--- config.mk ---
export PLATFORM = sky130hd
export DESIGN_NAME = hack_mmio_uart
export DESIGN_NICKNAME = d
export VERILOG_FILES = /design/src/rtl/hack_mmio_uart_pkg.sv /design/src/rtl/hack_uart_rx.sv /design/src/rtl/hack_mmio_uart.sv
export SDC_FILE = /design/constraint.sdc
export NUM_CORES = 1
export LEC_CHECK = 0
export ABC_AREA = 1
export CORE_MARGIN = 2
export CORE_UTILIZATION = 49
export CTS_BUF_LIST = sky130_fd_sc_hd__clkbuf_8
export DETAILED_ROUTE_END_ITERATION = 7
export PLACE_DENSITY = 0.82
export REMOVE_ABC_BUFFERS = 1
export SETUP_SLACK_MARGIN = 0.5
export SLEW_MARGIN = 5
export SYNTH_ARGS = -nofsm -noshare
export SYNTH_HDL_FRONTEND = slang
export SYNTH_HIERARCHICAL = 1
export SYNTH_SLANG_ARGS = --single-unit
--- constraint.sdc ---
create_clock -name clk -period 2.2 [get_ports clk]
set_input_delay 0.44 -clock clk [delete_from_list [all_inputs] [get_ports clk]]
set_output_delay 0.44 -clock clk [all_outputs]
set_load 0.01 [all_outputs]
--- src/rtl/hack_mmio_uart_pkg.sv ---
// Shared definitions for the Hack MMIO UART: register offsets, the STATUS
// register layout, the idle line level and the TX/RX state encodings.
package hack_mmio_uart_pkg;

  // Word offsets inside the three-word register window
  localparam logic [1:0] OFF_TX_DATA = 2'd0;
  localparam logic [1:0] OFF_STATUS  = 2'd1;
  localparam logic [1:0] OFF_RX_DATA = 2'd2;

  // A UART line rests high between frames
  localparam logic LINE_IDLE = 1'b1;

  // Transmitter states
  localparam logic [1:0] TX_IDLE  = 2'd0;
  localparam logic [1:0] TX_START = 2'd1;
  localparam logic [1:0] TX_DATA  = 2'd2;
  localparam logic [1:0] TX_STOP  = 2'd3;

  // Receiver states
  localparam logic [1:0] RX_IDLE  = 2'd0;
  localparam logic [1:0] RX_START = 2'd1;
  localparam logic [1:0] RX_DATA  = 2'd2;
  localparam logic [1:0] RX_STOP  = 2'd3;

  // STATUS register layout; the last member lands on bit 0
  typedef struct packed {
    logic rx_frame_err;
    logic rx_overrun;
    logic rx_valid;
    logic tx_overrun;
    logic hold_full;
    logic tx_busy;
  } status_t;

endpackage

--- src/rtl/hack_uart_rx.sv ---
// Hack MMIO UART receiver: two-flop synchroniser on the raw line, start-bit
// glitch filter, centre sampling of eight data bits, and the rx flag set.
// Only instantiated when HACK_MMIO_UART_RX_EN is defined.
module hack_uart_rx
  import hack_mmio_uart_pkg::*;
#(
  parameter int CLKS_PER_BIT = 104
) (
  input  logic       clk,
  input  logic       reset,
  input  logic       rx_async_i,
  input  logic       pop_i,
  input  logic       clear_i,
  output logic [7:0] rx_byte_o,
  output logic       rx_valid_o,
  output logic       rx_overrun_o,
  output logic       rx_frame_err_o
);

  localparam int              CNT_W = $clog2(CLKS_PER_BIT);
  localparam logic [CNT_W-1:0] LAST = CNT_W'(CLKS_PER_BIT - 1);
  localparam logic [CNT_W-1:0] HALF = CNT_W'(CLKS_PER_BIT / 2 - 1);

  logic             sync1_q, sync2_q, prev_q;
  logic [1:0]       state_q, state_d;
  logic [CNT_W-1:0] cnt_q, cnt_d;
  logic [2:0]       bit_idx_q, bit_idx_d;
  logic [7:0]       shift_q, shift_d;
  logic [7:0]       byte_q, byte_d;
  logic             valid_q, valid_d;
  logic             ovr_q, ovr_d;
  logic             ferr_q, ferr_d;
  logic             fall;

  assign fall = prev_q & ~sync2_q;

  // Next-state logic: CPU pop/clear first, so a completing frame overrides them
  always_comb begin
    state_d   = state_q;
    cnt_d     = cnt_q;
    bit_idx_d = bit_idx_q;
    shift_d   = shift_q;
    byte_d    = byte_q;
    valid_d   = valid_q;
    ovr_d     = ovr_q;
    ferr_d    = ferr_q;
    if (pop_i) valid_d = 1'b0;
    if (clear_i) begin
      ovr_d  = 1'b0;
      ferr_d = 1'b0;
    end
    case (state_q)
      RX_IDLE: begin
        cnt_d = '0;
        if (fall) state_d = RX_START;
      end
      RX_START: begin
        if (cnt_q == HALF) begin
          cnt_d     = '0;
          bit_idx_d = 3'd0;
          state_d   = sync2_q ? RX_IDLE : RX_DATA;
        end else begin
          cnt_d = cnt_q + CNT_W'(1);
        end
      end
      RX_DATA: begin
        if (cnt_q == LAST) begin
          cnt_d   = '0;
          shift_d = {sync2_q, shift_q[7:1]};
          if (bit_idx_q == 3'd7) state_d = RX_STOP;
          else bit_idx_d = bit_idx_q + 3'd1;
        end else begin
          cnt_d = cnt_q + CNT_W'(1);
        end
      end
      default: begin
        if (cnt_q == LAST) begin
          cnt_d   = '0;
          state_d = RX_IDLE;
          if (sync2_q) begin
            byte_d  = shift_q;
            valid_d = 1'b1;
            if (valid_q && !pop_i) ovr_d = 1'b1;
          end else begin
            ferr_d = 1'b1;
          end
        end else begin
          cnt_d = cnt_q + CNT_W'(1);
        end
      end
    endcase
  end

  // State registers, including the synchroniser chain and edge detector
  always_ff @(posedge clk) begin
    if (reset) begin
      sync1_q   <= LINE_IDLE;
      sync2_q   <= LINE_IDLE;
      prev_q    <= LINE_IDLE;
      state_q   <= RX_IDLE;
      cnt_q     <= '0;
      bit_idx_q <= 3'd0;
      shift_q   <= 8'h00;
      byte_q    <= 8'h00;
      valid_q   <= 1'b0;
      ovr_q     <= 1'b0;
      ferr_q    <= 1'b0;
    end else begin
      sync1_q   <= rx_async_i;
      sync2_q   <= sync1_q;
      prev_q    <= sync2_q;
      state_q   <= state_d;
      cnt_q     <= cnt_d;
      bit_idx_q <= bit_idx_d;
      shift_q   <= shift_d;
      byte_q    <= byte_d;
      valid_q   <= valid_d;
      ovr_q     <= ovr_d;
      ferr_q    <= ferr_d;
    end
  end

  assign rx_byte_o      = byte_q;
  assign rx_valid_o     = valid_q;
  assign rx_overrun_o   = ovr_q;
  assign rx_frame_err_o = ferr_q;

endmodule

--- src/rtl/hack_mmio_uart.sv ---
// Hack MMIO UART: three-word register window on the Hack data bus, 8N1 LSB-first
// transmitter with a one-byte hold register. Define HACK_MMIO_UART_RX_EN to build
// the receive path (hack_uart_rx); otherwise the RX flags and RX_DATA read as 0.
module hack_mmio_uart
  import hack_mmio_uart_pkg::*;
#(
  parameter int                       WORD_WIDTH        = 16,
  parameter int                       RAM_ADDRESS_WIDTH = 15,
  parameter logic [RAM_ADDRESS_WIDTH-1:0] BASE_ADDR     = 15'h6010,
  parameter int                       CLKS_PER_BIT      = 104
) (
  input  logic                         clk,
  input  logic                         reset,
  input  logic [RAM_ADDRESS_WIDTH-1:0] address,
  input  logic                         write_en,
  input  logic [WORD_WIDTH-1:0]        wdata,
  output logic [WORD_WIDTH-1:0]        rdata,
  output logic                         hit,
  output logic                         uart_tx,
  input  logic                         uart_rx
);

  localparam int              CNT_W = $clog2(CLKS_PER_BIT);
  localparam logic [CNT_W-1:0] LAST = CNT_W'(CLKS_PER_BIT - 1);

  logic [RAM_ADDRESS_WIDTH-1:0] offset;
  logic [1:0]       off2;
  logic             wr_tx, wr_stat;
  logic [1:0]       state_q, state_d;
  logic [CNT_W-1:0] cnt_q, cnt_d;
  logic [2:0]       bit_idx_q, bit_idx_d;
  logic [7:0]       shift_q, shift_d;
  logic [7:0]       hold_q, hold_d;
  logic             hold_full_q, hold_full_d;
  logic             tx_ovr_q, tx_ovr_d;
  logic             tx_q, tx_d;
  logic             bit_done, transfer;
  logic [7:0]       rx_byte;
  logic             rx_valid, rx_overrun, rx_frame_err;
  status_t          status;
  logic [WORD_WIDTH-9:0] unused_wdata;

  assign unused_wdata = wdata[WORD_WIDTH-1:8];

  // The subtraction never wraps into the window because address >= BASE_ADDR is required too
  assign offset  = address - BASE_ADDR;
  assign hit     = (address >= BASE_ADDR) && (offset < RAM_ADDRESS_WIDTH'(3));
  assign off2    = offset[1:0];
  assign wr_tx   = hit && write_en && (off2 == OFF_TX_DATA);
  assign wr_stat = hit && write_en && (off2 == OFF_STATUS);

`ifdef HACK_MMIO_UART_RX_EN
  logic wr_rx;
  assign wr_rx = hit && write_en && (off2 == OFF_RX_DATA);

  hack_uart_rx #(
    .CLKS_PER_BIT(CLKS_PER_BIT)
  ) u_rx (
    .clk           (clk),
    .reset         (reset),
    .rx_async_i    (uart_rx),
    .pop_i         (wr_rx),
    .clear_i       (wr_stat),
    .rx_byte_o     (rx_byte),
    .rx_valid_o    (rx_valid),
    .rx_overrun_o  (rx_overrun),
    .rx_frame_err_o(rx_frame_err)
  );
`else
  logic unused_rx;
  assign unused_rx    = uart_rx;
  assign rx_byte      = 8'h00;
  assign rx_valid     = 1'b0;
  assign rx_overrun   = 1'b0;
  assign rx_frame_err = 1'b0;
`endif

  assign bit_done = (cnt_q == LAST);
  // The hold byte moves to the shifter when idle or right at the end of a stop bit
  assign transfer = hold_full_q && ((state_q == TX_IDLE) || ((state_q == TX_STOP) && bit_done));

  // Transmitter next state, hold register bookkeeping and the next line level
  always_comb begin
    state_d     = state_q;
    cnt_d       = cnt_q;
    bit_idx_d   = bit_idx_q;
    shift_d     = shift_q;
    hold_d      = hold_q;
    hold_full_d = hold_full_q;
    tx_ovr_d    = tx_ovr_q;
    tx_d        = LINE_IDLE;
    case (state_q)
      TX_IDLE: begin
        cnt_d = '0;
        if (transfer) begin
          state_d = TX_START;
          shift_d = hold_q;
        end
      end
      TX_START: begin
        tx_d = 1'b0;
        if (bit_done) begin
          cnt_d     = '0;
          bit_idx_d = 3'd0;
          state_d   = TX_DATA;
        end else begin
          cnt_d = cnt_q + CNT_W'(1);
        end
      end
      TX_DATA: begin
        tx_d = shift_q[0];
        if (bit_done) begin
          cnt_d   = '0;
          shift_d = {1'b0, shift_q[7:1]};
          if (bit_idx_q == 3'd7) state_d = TX_STOP;
          else bit_idx_d = bit_idx_q + 3'd1;
        end else begin
          cnt_d = cnt_q + CNT_W'(1);
        end
      end
      default: begin
        tx_d = 1'b1;
        if (bit_done) begin
          cnt_d = '0;
          if (transfer) begin
            state_d = TX_START;
            shift_d = hold_q;
          end else begin
            state_d = TX_IDLE;
          end
        end else begin
          cnt_d = cnt_q + CNT_W'(1);
        end
      end
    endcase
    if (transfer) hold_full_d = 1'b0;
    if (wr_tx) begin
      if (!hold_full_q || transfer) begin
        hold_d      = wdata[7:0];
        hold_full_d = 1'b1;
      end else begin
        tx_ovr_d = 1'b1;
      end
    end
    if (wr_stat) tx_ovr_d = 1'b0;
  end

  // Transmitter registers; the line is registered so it lags the FSM by one clock
  always_ff @(posedge clk) begin
    if (reset) begin
      state_q     <= TX_IDLE;
      cnt_q       <= '0;
      bit_idx_q   <= 3'd0;
      shift_q     <= 8'h00;
      hold_q      <= 8'h00;
      hold_full_q <= 1'b0;
      tx_ovr_q    <= 1'b0;
      tx_q        <= LINE_IDLE;
    end else begin
      state_q     <= state_d;
      cnt_q       <= cnt_d;
      bit_idx_q   <= bit_idx_d;
      shift_q     <= shift_d;
      hold_q      <= hold_d;
      hold_full_q <= hold_full_d;
      tx_ovr_q    <= tx_ovr_d;
      tx_q        <= tx_d;
    end
  end

  assign uart_tx = tx_q;

  assign status.rx_frame_err = rx_frame_err;
  assign status.rx_overrun   = rx_overrun;
  assign status.rx_valid     = rx_valid;
  assign status.tx_overrun   = tx_ovr_q;
  assign status.hold_full    = hold_full_q;
  assign status.tx_busy      = (state_q != TX_IDLE);

  // Combinational read mux; the CPU consumes the value in the same cycle
  always_comb begin
    rdata = '0;
    if (hit) begin
      if (off2 == OFF_RX_DATA) rdata = {{(WORD_WIDTH-8){1'b0}}, rx_byte};
      else rdata = {{(WORD_WIDTH-6){1'b0}}, status};
    end
  end

endmodule
==> results.yml <==
worst_hold_path:
  hold_path_end: "cnt_q[0]"
  hold_path_depth: 1
  hold_path_class: "register to register"
  hp-start: "cnt_q[0]"
timing:
  skew_ns: 0.00609
  fin_crit_sh_pct: 96.5
  finalSetupViolCount: 0
  finalMaxSlewViolations: 0
  hold_violations: 0
  fin_crit_ns: 2.12
  fmax_mhz: 471
  hold-worst-slack_ns: 0.446
  rsz0062_at_grt: "true"
synth:
  synth_edf_count: 0
  synth_common_cells: "65 x nand2_1, 44 x nor2_1, 36 x inv_1, 31 x dfxtp_1, 17 x a21oi_1"
  ys_seq_area_share_pct: 34.3
  synth_area_per_cell_sq_um: 6.74
  yosysTopAreaCell: "dfxtp_1"
  yosysMostFrequentCell: "nand2_1"
  synth.area.top_cells: "dfxtp_1 34%, nand2_1 14%, nor2_1 9.1%, inv_1 7.5%, ha_1 5.5%"
  synth_seq_cells: 31
  synth.top_cell.area_share_pct: 34.3
  yosysWarnings: 6
  ys.flop_type: "dfxtp_1"
  yosysUniqueCellTypes: 27
  netlist_area_sq_mm: 0.00181
  synthArstFlopShare_pct: 0
  synthCells: 268
die:
  die_h_um: 64.7
  die_x_um: 64.7
  start_util_pct: 50.1
  ios: 53
  die_area_sq_mm: 0.00419
  row_count: 22
  coreArea_sq_mm: 0.00361
critical_path:
  reg2reg_slack_ns: 0.45
  r2r-start: "state_q[0]"
  cp.arrival_ns: 1.68
  crit_chain: "buf_8 > inv_4 > ha_4 > inv_2 > nand2_1 > nand2_1 > nor2_1 > nand2_1 > nor2_1 > nand2_1 > nor2_4 > o21ai_2 > nor2_1 > buf_2"
  endpoint_kind: "primary output"
  r2r-end: "shift_q[3]"
  start_kind: "primary input"
  crit_path_top_delay_cell: "ha_4"
  rr_worst_depth: 9
  crit_fanout: 3
  crit_required_ns: 1.76
  path_common_cell: "nand2_1"
  critPathKind: "primary input to primary output"
  slowest_delay_ns: 0.14
status:
  outcome: "finished, final reports clean"
clocking:
  clk_pin_slew_ns: 0.06
  cts_sinks: 31
  cts_buffer_depth: 2
  htreeDepth: 2
  cts_root_buffer: "clkbuf_8"
  cts_tree: "done"
  cts_made_buffers: 5
  worstSkewPairLatency_ns: 0.29
route:
  routed_wl_um: 4580
  antenna_left: 0
  detail_route.wl_per_cell_um: 12.4
  drcViolationCount: 0
  drt-initial-drc-count: 144
  dr_total_vias: 1850
  firstDrtPassIters: 4
  routed_via_density: 5.00
placed_design:
  hpwl_um: 2710
  gp_congestion: 0.906
  io_buffers: 30
  placed_cell_area_sq_mm: 0.00215
run:
  drv_cap: 0
finish:
  nFillCells: 270
  drive_gt1_share_pct: 30.4
  seq_area_sq_um: 624
  fin_area_sq_mm: 0.00258
  area.growth.synth_to_final_pct: 42.7
  multi_input_area_sq_mm: 0.00118
  post-route-util_pct: 71.5
  antennaDiodeCount: 0
  nets: 364
global_routing:
  overflow: 0
  grt_pass1_wl_um: 6760
  grt_pass1_vias: 1611
  grt_max_degree: 14
  antenna_found_initial: 0
  gr-usage-all-layers_pct: 20.6
pwr:
  pwr_density_cell_mw_per_mm2: 791
  vdd_drop_max_uv: 423
  leakage_nw: 1.12
## final cells by class
class | instances | share of cell area, %
inverters | 36 | 5.63
flip-flops and latches | 31 | 24.2
well taps | 48 | 2.33
clock buffers | 6 | 3.20
repair buffers | 51 | 17.4
multi-input cells | 196 | 45.8
clock inverters | 2 | 1.36
## layer usage
| layer | vias to the layer above | track usage [%] | wire length [um] |
|---|---|---|---|
| met5 | - | 0 | 0 |
| met4 | 0 | 10.6 | 167 |
| met3 | 15 | 4.17 | 240 |
| met2 | 73 | 33.4 | 2300 |
| met1 | 837 | 25.7 | 1870 |
| li1 | 925 | - | - |
## per-stage QoR
step                      instances  setup TNS (ns)  setup slack (ns)  power, mW
after floorplan                 262               0             0.140      0.991
after global placement          350           -3.99            -0.711       1.19
after detailed placement        350           -4.96            -0.787       1.20
after CTS                       363               0             0.131       1.82
after global routing            370               0            0.0356       2.13
final                           370               0            0.0769       2.04
## how the worst max path moves through the flow
stage | startpoint | endpoint | slack [ns] | cells past startpoint
final | address[5] | rdata[0] | 0.08 | 14
after global routing | address[5] | rdata[0] | 0.04 | 14
after CTS | address[4] | rdata[0] | 0.13 | 12
after detailed placement | address[4] | rdata[1] | -0.79 | 13
after global placement | address[4] | rdata[1] | -0.71 | 12
after floorplan | address[4] | rdata[0] | 0.14 | 12
## cells by family (layout without fill, tap and decap cells)
family / Yosys count / after routing / synth area share, %
AO/OA/AOI/OAI: 33 / 33 / 10.6
XOR/XNOR: 3 / 3 / 1.45
other: 1 / 13 / 0.208
flip-flops: 31 / 31 / 34.3
AND/OR/NAND/NOR: 138 / 139 / 33.0
adder cells (fa/ha/maj): 8 / 8 / 5.54
buffers and inverters: 54 / 95 / 14.9
## critical path, delay by kind of cell
kind,cells,cell delay (ns)
adder cells (fa/ha/maj),1,0.14
AND/OR/NAND/NOR,8,0.72
buffers and inverters,4,0.31
AO/OA/AOI/OAI,1,0.07
## state kept, by name, summed over array words and instances, names as in the netlist
name / count
hold_q: 8
uart_tx: 1
tx_ovr_q: 1
bit_idx_q: 3
hold_full_q: 1
cnt_q: 7
shift_q: 8
state_q: 2
## repair_timing
item | CTS | global route
hold buffers | 0 | 0
pin swaps | 24 | 30
setup buffers | 4 | 7
setup endpoints to repair | 23 | 23
gates cloned | 1 | 0
gates resized for setup | 84 | 52
## cells in the final DEF (no fill, tap or decap), drive strengths merged
master         count
nand2             66
nor2              47
inv               36
buf               32
dfxtp             31
a21oi             17
nand3             14
conb              13
clkdlybuf4s50     11
o21ai             11
nand4              8
ha                 8
clkbuf             6
dlygate4sd2        5
clkdlybuf4s15      3
nor3               3
o21a               2
xor2               2
a211oi             2
o2111ai            1
xnor2              1
nor4               1
clkinv             1
bufinv             1
## report_power, final
part | total [mW] | internal [mW] | switching, mW
clock | 0.583 | 0.366 | 0.217
sequential | 0.617 | 0.591 | 0.0260
combinational | 0.839 | 0.347 | 0.492
No activity file was read; power rests on OpenSTA's default activity.
==> RTL edit 1, RTL diff (same flow settings) <==
Build with the macro `HACK_MMIO_UART_RX_EN` defined.
--- a/src/rtl/hack_mmio_uart.sv
+++ b/src/rtl/hack_mmio_uart.sv
@@ -1,6 +1,8 @@
 // Hack MMIO UART: three-word register window on the Hack data bus, 8N1 LSB-first
 // transmitter with a one-byte hold register. Define HACK_MMIO_UART_RX_EN to build
 // the receive path (hack_uart_rx); otherwise the RX flags and RX_DATA read as 0.
+`define HACK_MMIO_UART_RX_EN
+
 module hack_mmio_uart
   import hack_mmio_uart_pkg::*;
 #(
Function: no difference found for any inputs over 10 cycles, from zero or initial values and one cycle with reset high; that may be too few to reach the edited logic, so the function may still have changed.
==> RTL edit 1 against the unedited design <==
Wire length increased by 74%. Sequential power increased by 120%. Setup slack got worse by 0.044 ns. Non-clock buffer count grew 11. Power grew 64%. Sequential cell count increased by 34. Combinational power up 7.5%. Critical path type unchanged. Synthesized cell count rose by 74%. Final area is 67% higher. Synthesized area is 84% higher. Core utilization fell by 6.9 points.
==> RTL edit 1: results (changes against the unedited design) <==
- Status: completed
- Hold Slack: 0.421 ns (-0.0250 ns)
- Crit path to: rdata[7]
- Sw Ratio: 0.334 (-0.0271)
- Peak VDD IR: 0.000564 V (+33%)
- DR pass1 iterations: 4 (unchanged)
- Largest cells by area after synthesis: dfxtp_1, nand2_1, nor2_1
- Fraction of layout cells with a size suffix above 1: 0.242 (-0.0628)
- Nets: 575 (+58%)
- Cts bufs inserted: 9 (+4)
- Port Buffers: 36 (+20%)
- Drt first-iter violations: 158 (+9.7%)
- Post-synth ARST share: 0 (unchanged)
- H-Tree Depth: 3 (+1)
- Worst setup path startpoint: address[7]
- Reg-to-reg critical path endpoint: state_q[1]
- Clock root cell: clkbuf_8
- CTS Buffer Depth: 2 (unchanged)
- First-pass GRT wire length: 12700 um (+88%)
- Antenna Cells: 0 (unchanged)
- Register area share after synthesis: 0.392 (+0.0482)
- Largest net degree at the start of global routing: 19 (+5)
- Drt wl/cell: 13.0 um (+4.9%)
- Crit path max-delay family: simple AND/OR/NAND/NOR gates
- Worst min path class: reg -> reg
- All-Layer GR Usage: 0.215 (+0.00906)
- Ys flop type: dfxtp_1
- Worst r2r src: state_q[1]
- YS warnings: 6 (unchanged)
- Library cells used by synthesis: 41 (+52%)
- CTS clock-pin slew for the worst setup and hold paths: 0.07 ns
- CP Max Fanout: 4 (+1)
- Layout Skew: 0.00978 ns (+0.00369 ns)
- Final Max Slew Viols: 0 (unchanged)
- Hold path depth: 1 (unchanged)
- Via/cell ratio: 5.09 (+1.9%)
- Pleak: 1.90 nW (+69%)
- Crit path DAT: 1.73 ns (+0.05 ns)
- Initial antenna violation count: 0 (unchanged)
- Vias in the first global route: 2929 (+82%)
- Slowest Stage Delay on Critical Path: 0.28 ns (+0.14 ns)
- Worst path slowest cell: dlygate4sd2_1
- Worst hold path startpoint: u_rx/sync1_q
- Worst r2r path cells: 8 (-1)
- Routability cong.: 0.864 (-4.7%)
- Hpwl dp: 5290 um (+95%)
- Clock latency at the later pin of the worst-skew pair: 0.35 ns (+0.06 ns)
- Commonest cells in the netlist: nand2_1, nor2_1, dfxtp_1
- R2r setup slk: 0.57 ns (+0.12 ns)
==> RTL edit 1: cell count changes after synthesis, sizes merged, moves of 9 or more <==
cell / delta
nor3: +9
inv: +9
o21ai: +9
nand2: +47
nor2: +41
nand3: +11
a21oi: +13
dfxtp: +34
==> RTL edit 1: how the worst min path moves through the flow <==
stage                               to
after global placement    u_rx/sync2_q
final                     u_rx/sync2_q
after floorplan           u_rx/sync2_q
after CTS                 u_rx/sync2_q
after global routing      u_rx/sync2_q
after detailed placement  u_rx/sync2_q
==> RTL edit 1: cell type report <==
cell class,count,area (sq um)
clock buffers,9,124
clock inverters,7,95.1
fillers,555,2360
inverters,48,191
multi-input cells,343,1940
flip-flops and latches,65,1310
well taps,80,100
repair buffers,62,557
==> RTL edit 1: kinds of logic after synthesis <==
| group | Yosys count | share of synthesized area |
|---|---|---|
| other | 1 | 0.00113 |
| adder cells (fa/ha/maj) | 11 | 0.0414 |
| buffers and inverters | 67 | 0.0964 |
| AND/OR/NAND/NOR | 249 | 0.336 |
| flip-flops | 65 | 0.392 |
| AO/OA/AOI/OAI | 66 | 0.115 |
| XOR/XNOR | 7 | 0.0185 |
==> RTL edit 1: per-layer routing <==
metal	vias up	global-route usage	part of all wire
li1	1604	-	-
met1	1431	0.240	0.43
met3	14	0.0619	0.045
met5	-	0	0
met4	0	0.0866	0.019
met2	79	0.383	0.51
==> RTL edit 1: what timing repair did <==
action                     in CTS  in global routing
setup endpoints to repair      32                 34
gates cloned                    2                  0
buffers inserted                2                  6
pin swaps                      21                  9
resized for setup             101                 27
hold buffers                    0                  0
==> RTL edit 1: per-stage QoR <==
step           worst slack, ns  cells  area (sq um)  total power, mW
6_report                0.0332    614          4320             3.35
4_1_cts                -0.0292    608          4170             3.30
3_5_place_dp            -0.959    588          3820             2.10
5_1_grt                -0.0714    614          4320             3.52
2_1_floorplan           0.0429    454          3210             1.86
3_3_place_gp            -0.891    588          3820             2.06
==> RTL edit 1: power groups by stage <==
stage	sequential (mW)	clock, mW	combinational [mW]
6_report	1.33	1.12	0.902
3_5_place_dp	1.34	0	0.762
3_3_place_gp	1.34	0	0.727
2_1_floorplan	1.33	0	0.526
5_1_grt	1.34	1.19	0.996
4_1_cts	1.32	1.14	0.841
==> RTL edit 2, RTL diff (same settings) <==
Without the edit above. Take the reset off `shift_q` and `hold_q` and load them in a clocked block of their own.
--- a/src/rtl/hack_mmio_uart.sv
+++ b/src/rtl/hack_mmio_uart.sv
@@ -151,8 +151,6 @@
       state_q     <= TX_IDLE;
       cnt_q       <= '0;
       bit_idx_q   <= 3'd0;
-      shift_q     <= 8'h00;
-      hold_q      <= 8'h00;
       hold_full_q <= 1'b0;
       tx_ovr_q    <= 1'b0;
       tx_q        <= LINE_IDLE;
@@ -160,12 +158,15 @@
       state_q     <= state_d;
       cnt_q       <= cnt_d;
       bit_idx_q   <= bit_idx_d;
-      shift_q     <= shift_d;
-      hold_q      <= hold_d;
       hold_full_q <= hold_full_d;
       tx_ovr_q    <= tx_ovr_d;
       tx_q        <= tx_d;
     end
+  end
+
+  always_ff @(posedge clk) begin
+    shift_q <= shift_d;
+    hold_q  <= hold_d;
   end
 
   assign uart_tx = tx_q;
Behaviour: same outputs for any inputs over 10 cycles, from zero or initial values and one cycle with reset high; that may be too few to reach the edited logic, so the function may still have changed.
==> RTL edit 2 against the unedited design <==
Setup slack lost 0.0013 ns. Register-to-register slack gained 0.04 ns. Cell count decreased by 8.1%. Wire length up 10%. First-iteration DRC count is 24% lower. Sequential cell count unchanged. Power is 0.37% lower. Final area is 3.5% higher. Synthesized area is 1.7% lower. Critical endpoint is now rdata[2]. Largest cell class unchanged. Largest power group is now registers.
==> RTL edit 2: results (changes against the unedited design) <==
- Drt wl/cell: 14.8 um (+20%)
- Int Pwr: 1.37 mW (+4.8%)
- Dpl ws: -0.828 ns (-0.0411 ns)
- Vias in the first global route: 1586 (-1.6%)
- Status: completed
- Largest cells by area after synthesis: edfxtp_1, dfxtp_1, nand2_1
- Routed vias: 1743 (-5.8%)
- Filler instances: 202 (-25%)
- Met3 usage: 0.0475 (+0.00587)
- R2r setup slk: 0.49 ns (+0.04 ns)
- WL met2: 2720 um (+18%)
- Number of flops mapped to enable cells by yosys: 16 (+16)
- Register area share after synthesis: 0.439 (+0.0959)
- Antenna Cells: 0 (unchanged)
- DR WL met3: 195 um (-19%)
- Met1 Resource Use GR: 0.265 (+0.00807)
- Routability cong.: 0.834 (-8.0%)
- Reg-to-reg critical path endpoint: shift_q[0]
- Crit path to: rdata[2]
- M1 WL: 1990 um (+6.3%)
- Ys flop type: edfxtp_1
- Clock latency at the later pin of the worst-skew pair: between 0.2 and 0.3 ns
- Hpwl dp: 2660 um (-1.9%)
- Drt first-iter violations: 110 (-24%)
- Peak VDD IR: 0.000555 V (+31%)
- Worst r2r path cells: 6 (-3)
- Fmax: 471 MHz (about the same)
- Commonest cells in the netlist: nand2_1, inv_1, nor2_1
- Initial antenna violation count: 0 (unchanged)
- Met2 GRT Util: 0.398 (+0.0647)
- Library cells used by synthesis: 31 (+15%)
- Worst r2r src: cnt_q[3]
- Layout Skew: 0.00537 ns (-0.000718 ns)
- DR pass1 iterations: 5 (+1)
- Fraction of layout cells with a size suffix above 1: 0.340 (+0.0358)
- First-pass GRT wire length: 7020 um (+3.9%)
- Pleak: 1.19 nW (+5.6%)
[RTL edit 2: timing repair]
item,4_1_cts,5_1_grt
setup buffers,14,6
endpoints found under the setup margin,22,26
pin swaps,25,19
resized for setup,88,38
[RTL edit 2: per-stage QoR]
step	TNS, ns	cell area [sq um]	hold slack (ns)	cells
after floorplan	0	1710	0.418	219
after global placement	-5.05	2190	0.430	312
after detailed placement	-5.94	2190	0.446	312
after CTS	0	2480	0.419	334
after global routing	0	2670	0.457	340
final	0	2670	0.436	340
[RTL edit 2: worst max-delay path, stage by stage]
cell,delay [ns]
buf_8,0.09
inv_4,0.04
ha_4,0.26
nand4_1,0.11
nor3_2,0.25
and2_4,0.21
nand2_4,0.07
nor2_2,0.09
buf_2,0.13
[RTL edit 2: power by group through the flow]
| stage | clock, mW | combinational [mW] | sequential (mW) |
|---|---|---|---|
| after global routing | 0.599 | 0.782 | 0.736 |
| after detailed placement | 0 | 0.515 | 0.730 |
| after CTS | 0.572 | 0.572 | 0.720 |
| after floorplan | 0 | 0.345 | 0.727 |
| final | 0.573 | 0.727 | 0.732 |
| after global placement | 0 | 0.509 | 0.727 |
[RTL edit 2: layout make-up]
type	count	area, sq um	share of cell area
multi-input combinational	159	967	0.362
sequential	31	788	0.295
timing repair buffer	67	622	0.233
inverter	29	116	0.0436
clock buffer	6	82.6	0.0309
tap	46	57.6	0.0216
clock inverter	2	35.0	0.0131
[RTL edit 2: logic make-up after synthesis]
logic type      share of synthesized area
compound gates                     0.0944
xor+xnor                           0.0148
fa+ha+maj                          0.0563
buf+inv                             0.127
flops                               0.439
other cells                       0.00211
simple gates                        0.266
